## src/rtl/regfile_pkg.sv

```systemverilog
// Shared defaults and constants for the parametrised register bank.
package regfile_pkg;
    localparam int DEF_DATA_W = 32;
    localparam int DEF_ADDR_W = 4;
    localparam int ZERO_ADDR  = 0;
endpackage

```

## src/rtl/regfile_scoreboard.sv

```systemverilog
// Per-register busy bits: reserve sets, writeback clears, and a reserve to
// the same register in the same cycle wins over the clear.
module regfile_scoreboard
    import regfile_pkg::*;
#(
    parameter int ADDR_W = DEF_ADDR_W,
    parameter int DEPTH  = 2 ** ADDR_W
) (
    input  logic              clk,
    input  logic              rst,
    input  logic              set_en,
    input  logic [ADDR_W-1:0] set_addr,
    input  logic              clr_en,
    input  logic [ADDR_W-1:0] clr_addr,
    output logic [DEPTH-1:0]  busy
);

    logic [DEPTH-1:0] r_busy;

    // The set comes last so that a newer producer's reservation survives.
    always_ff @(posedge clk or posedge rst) begin
        if (rst) begin
            r_busy <= '0;
        end else begin
            if (clr_en) begin
                r_busy[clr_addr] <= 1'b0;
            end
            if (set_en) begin
                r_busy[set_addr] <= 1'b1;
            end
        end
    end

    assign busy = r_busy;

endmodule

```

## src/rtl/regfile_bank_param.sv

```systemverilog
// DEPTH x DATA_W register file with one write port, two async read ports,
// optional write-to-read bypass, optional zero register and busy scoreboard.
module regfile_bank_param
    import regfile_pkg::*;
#(
    parameter int DATA_W   = DEF_DATA_W,
    parameter int ADDR_W   = DEF_ADDR_W,
    parameter int BYPASS   = 1,
    parameter int ZERO_REG = 0
) (
    input  logic              clk,
    input  logic              rst,
    input  logic              wr_en,
    input  logic [ADDR_W-1:0] wr_addr,
    input  logic [DATA_W-1:0] wr_data,
    input  logic              rsv_en,
    input  logic [ADDR_W-1:0] rsv_addr,
    input  logic [ADDR_W-1:0] rd_addr_a,
    input  logic [ADDR_W-1:0] rd_addr_b,
    output logic [DATA_W-1:0] rd_data_a,
    output logic [DATA_W-1:0] rd_data_b,
    output logic              rd_rdy_a,
    output logic              rd_rdy_b
);

    localparam int                DEPTH    = 2 ** ADDR_W;
    localparam logic [ADDR_W-1:0] ZERO_IDX = ADDR_W'(ZERO_ADDR);

    logic [DATA_W-1:0] r_mem [DEPTH];
    logic [DEPTH-1:0]  w_busy;
    logic              w_wrOk;
    logic              w_rsvOk;
    logic [ADDR_W-1:0] w_rdAddr [2];
    logic [DATA_W-1:0] w_rdData [2];
    logic              w_rdRdy  [2];

    function automatic logic isZeroAddr(input logic [ADDR_W-1:0] addr);
        return (ZERO_REG != 0) && (addr == ZERO_IDX);
    endfunction

    assign w_wrOk  = wr_en  && !isZeroAddr(wr_addr);
    assign w_rsvOk = rsv_en && !isZeroAddr(rsv_addr);

    always_ff @(posedge clk or posedge rst) begin
        if (rst) begin
            for (int i = 0; i < DEPTH; i++) begin
                r_mem[i] <= '0;
            end
        end else if (w_wrOk) begin
            r_mem[wr_addr] <= wr_data;
        end
    end

    regfile_scoreboard #(
        .ADDR_W (ADDR_W),
        .DEPTH  (DEPTH)
    ) u_scoreboard (
        .clk      (clk),
        .rst      (rst),
        .set_en   (w_rsvOk),
        .set_addr (rsv_addr),
        .clr_en   (w_wrOk),
        .clr_addr (wr_addr),
        .busy     (w_busy)
    );

    assign w_rdAddr[0] = rd_addr_a;
    assign w_rdAddr[1] = rd_addr_b;

    // Bypass ignores a same-cycle reservation; the zero mask overrides everything.
    always_comb begin
        for (int p = 0; p < 2; p++) begin
            w_rdData[p] = r_mem[w_rdAddr[p]];
            w_rdRdy[p]  = ~w_busy[w_rdAddr[p]];
            if ((BYPASS != 0) && w_wrOk && (w_rdAddr[p] == wr_addr)) begin
                w_rdData[p] = wr_data;
                w_rdRdy[p]  = 1'b1;
            end
            if (isZeroAddr(w_rdAddr[p])) begin
                w_rdData[p] = '0;
                w_rdRdy[p]  = 1'b1;
            end
        end
    end

    assign rd_data_a = w_rdData[0];
    assign rd_data_b = w_rdData[1];
    assign rd_rdy_a  = w_rdRdy[0];
    assign rd_rdy_b  = w_rdRdy[1];

endmodule

```

## config.mk

```make
export PLATFORM = sky130hd
export DESIGN_NAME = regfile_bank_param
export DESIGN_NICKNAME = d
export VERILOG_FILES = /design/src/rtl/regfile_pkg.sv /design/src/rtl/regfile_scoreboard.sv /design/src/rtl/regfile_bank_param.sv
export SDC_FILE = /design/constraint.sdc
export NUM_CORES = 1
export LEC_CHECK = 0
export BUFFER_PORTS_ARGS = -buffer_cell sky130_fd_sc_hd__buf_2
export CORE_ASPECT_RATIO = 0.6
export CORE_UTILIZATION = 61
export DETAILED_ROUTE_END_ITERATION = 10
export PLACE_DENSITY = 0.78
export SYNTH_ARGS = -nofsm -noshare
export SYNTH_HDL_FRONTEND = slang
export SYNTH_SLANG_ARGS = --single-unit
```

## constraint.sdc

```tcl
create_clock -name clk -period 53.1 [get_ports clk]
set_input_delay 13.275 -clock clk [delete_from_list [all_inputs] [get_ports clk]]
set_output_delay 13.275 -clock clk [all_outputs]
set_load 0.01 [all_outputs]
```

==> run metrics, run 1 <==
outcome completed; #FFs+latches synth between 500 and 600; CTS buffer count 49; row cnt 60; leakage 12.9 nW; Remaining DRCs 0; share of the synthesized area in the top cell type 0.469; area of the multi-input gates around 14000 sq um; Syn Area/Cell around 15 sq um; largest net degree at the start of global routing 169; Worst-Margin Slew approximately 1.1 ns; max-slew violations 0; vias in the first global route 18900; Rel. slew slack 0.235; CTS tree built; global-route wire length before repair approximately 120000 um; height of the die roughly 170 um; highest-count cells in the layout ignoring fill and taps mux2_2, dfrtp_1, mux4_2; VDD IR-drop max about 0.000033 V; via count between 15000 and 20000; width of the die around 280 um; post-synthesis sequential area ratio 0.469; Die Footprint approximately 47000 sq um; fmax between 0.03 and 0.04 GHz; Total Power approximately 1.2 mW; gr ovfl total 0; syn_nets 1882; Vias/cell 7.23; worst setup path class input port to output port; Core ar. around 45000 sq um; Sequential cell area 13200 sq um; # Max-Cap Violations 0; DP Worst Slack between 20 and 25 ns; first drt pass iteration count 5; critical path arrival 16.81 ns; Mapped Cells between 1500 and 2000; Tcrit/Tclk final 0.567; minimum clock period after layout between 30 and 40 ns; antenna fix cells 0; Post-Syn Area about 28000 sq um; Port Buf Inserts around 120; TritonCTS Sinks roughly 530; setup tns final 0 ns; share of post-route cells with drive strength above 1 0.587; crit path launch type input port; Worst Path Required around 40 ns; number of setup buffers added after CTS 0; setup ws final around 23 ns; CTS root buf clkbuf_16; per-cell routed wire length a little over 30 um; dominant cell type by area after synthesis dfrtp_1; latest clock arrival within the worst-skew pair roughly 0.59 ns; type of destination of the critical path output port; Setup-failing EPs final 0; Post-synth EDFFs 0; final hold violation count 0; initial DRC count just under 2000; Hold Buf Count CTS 0; Global Route Usage Sum 0.340; RSZ-0062 raised after global routing no; IO Count roughly 120; Fin Clk Skew 0 ns; Post-DRT Antenna Nets 0; initial core utilization 0.624; Max clock buf depth 3; Power Density 40.0 nW/um^2; H-tree depth 2; post_cts resized 0; Worst Hold Class flip-flop to flip-flop; Yosys Warn Count 0; Post-synth ARST share 1.00; fill count between 3000 and 4000; area growth from synthesis to layout 9.72%; commonest register cell after synthesis dfrtp_1; Synth cell types 24; hpwl dp 42200 um; nets approximately 1900; main area contributors after synthesis dfrtp_1, mux2_2, mux4_2; clk slew on worst S/H paths roughly 0.070 ns; commonest non-fill, non-tap cell in the layout mux2_2; antenna violations before repair 0; final wirelength 77700 um; gpl congestion approximately 0.84; crit path max fanout 60
==> path summary, 6_finish.rpt <==
kind                                            start               endpoint  slack [ns]  depth (start not counted)
max in group asynchronous                         rst              r_mem[87]       37.64                          4
worst min-delay path            u_scoreboard.busy[12]  u_scoreboard.busy[12]        0.52                          2
worst max-delay path                     rd_addr_b[0]          rd_data_b[15]       23.02                          8
worst min register to register  u_scoreboard.busy[12]  u_scoreboard.busy[12]        0.52                          2
worst max register to register             r_mem[115]             r_mem[115]       52.28                          1
min in group asynchronous                         rst             r_mem[450]       12.90                          2
==> cell usage after synthesis, types with 3 or more instances <==
master	instances
mux2_2	576
dfrtp_1	528
nand2_1	74
xor2_1	6
o21ai_0	20
clkbuf_1	120
a22oi_1	124
mux4_2	268
nand2b_1	11
buf_2	47
buf_1	9
nor2b_1	5
nor2_1	13
o31ai_1	4
buf_6	6
nand3b_1	4
nand3_1	3
==> report_power, final <==
part	internal [mW]	leakage (nW)	switching [mW]	total, mW
sequential	0.496	6.47	0.0739	0.570
combinational	0.183	5.61	0.113	0.296
clock	0.208	0.828	0.164	0.372
==> critical path: stages <==
cell,delay [ns]
buf_8,0.54
buf_4,0.66
buf_4,0.82
mux4_2,0.62
a22oi_1,0.30
nand2_1,0.12
mux2_2,0.27
buf_2,0.14
==> registers in the layout, summed over array words and instances (netlist names) <==
register and cells:
u_scoreboard.busy 16, r_mem 512
==> through the flow <==
step | instances | instance area, sq um | hold WS (ns) | utilization
after CTS | 2514 | 30900 | 0.507 | 0.685
final | 2514 | 30900 | 0.521 | 0.685
after floorplan | 1830 | 28200 | 0.460 | -
after global routing | 2514 | 30900 | 0.534 | 0.685
after detailed placement | 2422 | 29300 | 0.493 | 0.647
after global placement | 2422 | 29300 | 0.479 | 0.647
==> routing by layer <==
layer,GRT usage,vias up,wire [um]
li1,-,7179,-
met1,0.501,9862,32600
met2,0.517,933,36200
met3,0.0707,193,6630
met4,0.106,0,2240
met5,0,-,0
==> cells by family after synthesis <==
family	count (synthesis)	share of synthesized area
muxes	844	0.444
buffers and inverters	184	0.0282
AOI/OAI and AO/OA	149	0.0379
and+or+nand+nor	117	0.0188
DFF	528	0.469
xor gates and xnor gates	8	0.00248
==> cell type report <==
| class | count | share of cell area |
|---|---|---|
| clock buffers | 59 | 0.0425 |
| multi-input cells | 1118 | 0.464 |
| repair buffers | 154 | 0.0294 |
| well taps | 620 | 0.0251 |
| clock inverters | 33 | 0.0119 |
| flip-flops and latches | 528 | 0.427 |
| inverters | 2 | 0.000485 |
Power figures use the tool's default switching activity.
==> run 2, diff against run 1 <==
--- a/config.mk
+++ b/config.mk
@@ -7,9 +7,9 @@
 export LEC_CHECK = 0
 export BUFFER_PORTS_ARGS = -buffer_cell sky130_fd_sc_hd__buf_2
 export CORE_ASPECT_RATIO = 0.6
-export CORE_UTILIZATION = 61
+export CORE_UTILIZATION = 56
 export DETAILED_ROUTE_END_ITERATION = 10
-export PLACE_DENSITY = 0.78
+export PLACE_DENSITY = 0.75
 export SYNTH_ARGS = -nofsm -noshare
 export SYNTH_HDL_FRONTEND = slang
 export SYNTH_SLANG_ARGS = --single-unit
==> constraint.sdc (replaced) <==
create_clock -name clk -period 26.1 [get_ports clk]
set_input_delay 6.525 -clock clk [delete_from_list [all_inputs] [get_ports clk]]
set_output_delay 6.525 -clock clk [all_outputs]
set_load 0.01 [all_outputs]
==> run metrics, run 2 (synthesis results as in run 1) <==
outcome completed; worst setup path class input port to output port; crit path launch type input port; Vias/cell 7.03; setup tns final 0 ns; initial DRC count roughly 1700; latest clock arrival within the worst-skew pair around 0.57 ns; fmax about 0.062 GHz; Worst Setup EP rd_data_b[14]; post_cts resized 0; global-route wire length before repair about 120000 um; area growth from synthesis to layout 9.66%; Worst Hold Class flip-flop to flip-flop; gpl congestion 0.796; hpwl dp 42500 um; hold path start u_scoreboard.busy[4]; height of the die 176 um; Die Footprint about 50000 sq um; antenna fix cells 0; CP Cell Sequence buf_6, buf_4, xnor2_1, nand2_1, nor4_4, buf_4, mux2_2, buf_2; per-cell routed wire length 30.3 um; IO Count about 120; TritonCTS Sinks between 500 and 600; leakage ~13 nW; Total Power around 2.5 mW; nets around 1900; H-tree depth 2; crit path max fanout 73; Worst-Margin Slew between 1 and 1.5 ns; share of post-route cells with drive strength above 1 0.584; type of destination of the critical path output port; Post-DRT Antenna Nets 0; Biggest register r_mem; Global Route Usage Sum 0.309; r2r endpoint r_mem[17]; VDD IR-drop max a little over 0.00006 V; Crit path max-delay family buffers and inverters; highest-count cells in the layout ignoring fill and taps mux2_2, dfrtp_1, mux4_2; RSZ-0062 raised after global routing no; antenna violations before repair 1; largest net degree at the start of global routing 129; max-slew violations 0; Max clock buf depth 3; final hold violation count 0; CTS root buf clkbuf_16; Worst Path Required about 20 ns; Largest register FFs 512; Tcrit/Tclk final 0.615; Reg2Reg Depth 1; Remaining DRCs 0; switching part of the total 0.280; width of the die 292 um; gr ovfl total 0; Core ar. slightly below 50000 sq um; fill count about 3600; final wirelength 77000 um; Hold Crit Depth 2; first drt pass iteration count 5; P_sw roughly 0.70 mW; via count 17900; Comb pwr share 0.242; critical path buffer and inverter count 4; part of the power in the clock network 0.295; Worst path most repeated cell buf_4; CTS buffer count 49; Fin Clk Skew 0 ns; Rel. slew slack 0.317; register-to-register setup slack ~25 ns; critical path arrival ~9.5 ns; Cell Int Power 1.79 mW; commonest non-fill, non-tap cell in the layout mux2_2; CTS tree built; clk slew on worst S/H paths 0.06 ns; slowest CP cell buf_4; critical path depth 8; row cnt 63; # Max-Cap Violations 0; Hold Buf Count CTS 0; minimum clock period after layout roughly 16 ns; Port Buf Inserts around 120; Worst Setup SP rd_addr_b[1]; Setup-failing EPs final 0; vias in the first global route ~18000; initial core utilization 0.570; worst flop-to-flop path startpoint r_mem[17]; Flop pwr share 0.463; crit-path max cell delay 0.87 ns; number of setup buffers added after CTS 0; Power Density around 81 nW/um^2
-- run 2: cell types whose count changed in the layout (fill, tap and decap cells not counted), sizes merged --
cell      before  now
buf          154  157
clkinvlp       5    3
clkinv        21    8
bufinv         6    2
inv            3    4
clkbuf        59   73
-- run 2: how the worst min path moves through the flow --
stage               slack, ns                     to
floorplan                0.46  u_scoreboard.busy[12]
global placement         0.48   u_scoreboard.busy[4]
detailed placement       0.50   u_scoreboard.busy[4]
CTS                      0.51   u_scoreboard.busy[4]
global route             0.53  u_scoreboard.busy[12]
finish                   0.51   u_scoreboard.busy[4]
-- run 2: power groups by stage --
| stage | clock [mW] | combinational (mW) | sequential (mW) |
|---|---|---|---|
| 5_1_grt | 0.778 | 0.646 | 1.18 |
| 2_1_floorplan | 0 | 0.479 | 1.11 |
| 3_5_place_dp | 0 | 0.603 | 1.16 |
| 6_report | 0.736 | 0.603 | 1.15 |
| 4_1_cts | 0.747 | 0.606 | 1.15 |
| 3_3_place_gp | 0 | 0.584 | 1.14 |
-- run 2: metal layers --
| metal | routed length (um) | GRT usage | vias up | part of all wire |
|---|---|---|---|---|
| met5 | 0 | 0 | - | 0 |
| met4 | 2070 | 0.0895 | 0 | 0.027 |
| met3 | 6150 | 0.0582 | 154 | 0.080 |
| met2 | 35700 | 0.467 | 875 | 0.46 |
| met1 | 33100 | 0.459 | 9667 | 0.43 |
| li1 | - | - | 7179 | - |
-- run 2: final cells by class --
type | instances | area, sq um | share of cell area
clock buffers | 73 | 1480 | 0.0478
clock inverters | 15 | 140 | 0.00453
inverters | 2 | 15.0 | 0.000486
multi-input cells | 1118 | 14300 | 0.464
flip-flops and latches | 528 | 13200 | 0.427
well taps | 650 | 813 | 0.0263
repair buffers | 157 | 918 | 0.0297
-- run 2: stage by stage --
step | hold slack, ns | instance area (sq um) | utilization | std cells | setup slack (ns)
floorplan | 0.460 | 28200 | - | 1830 | 4.82
global placement | 0.482 | 29300 | 0.592 | 2455 | 10.10
detailed placement | 0.498 | 29300 | 0.592 | 2455 | 10.09
CTS | 0.512 | 30900 | 0.625 | 2543 | 10.08
global route | 0.529 | 30900 | 0.625 | 2543 | 9.96
finish | 0.510 | 30900 | 0.625 | 2543 | 10.04
-- run 2: worst min-delay path, cell delays in order, from the launching register on --
cell	delay [ns]
dfrtp_1	0.36
nand2_1	0.05
o21ai_0	0.06
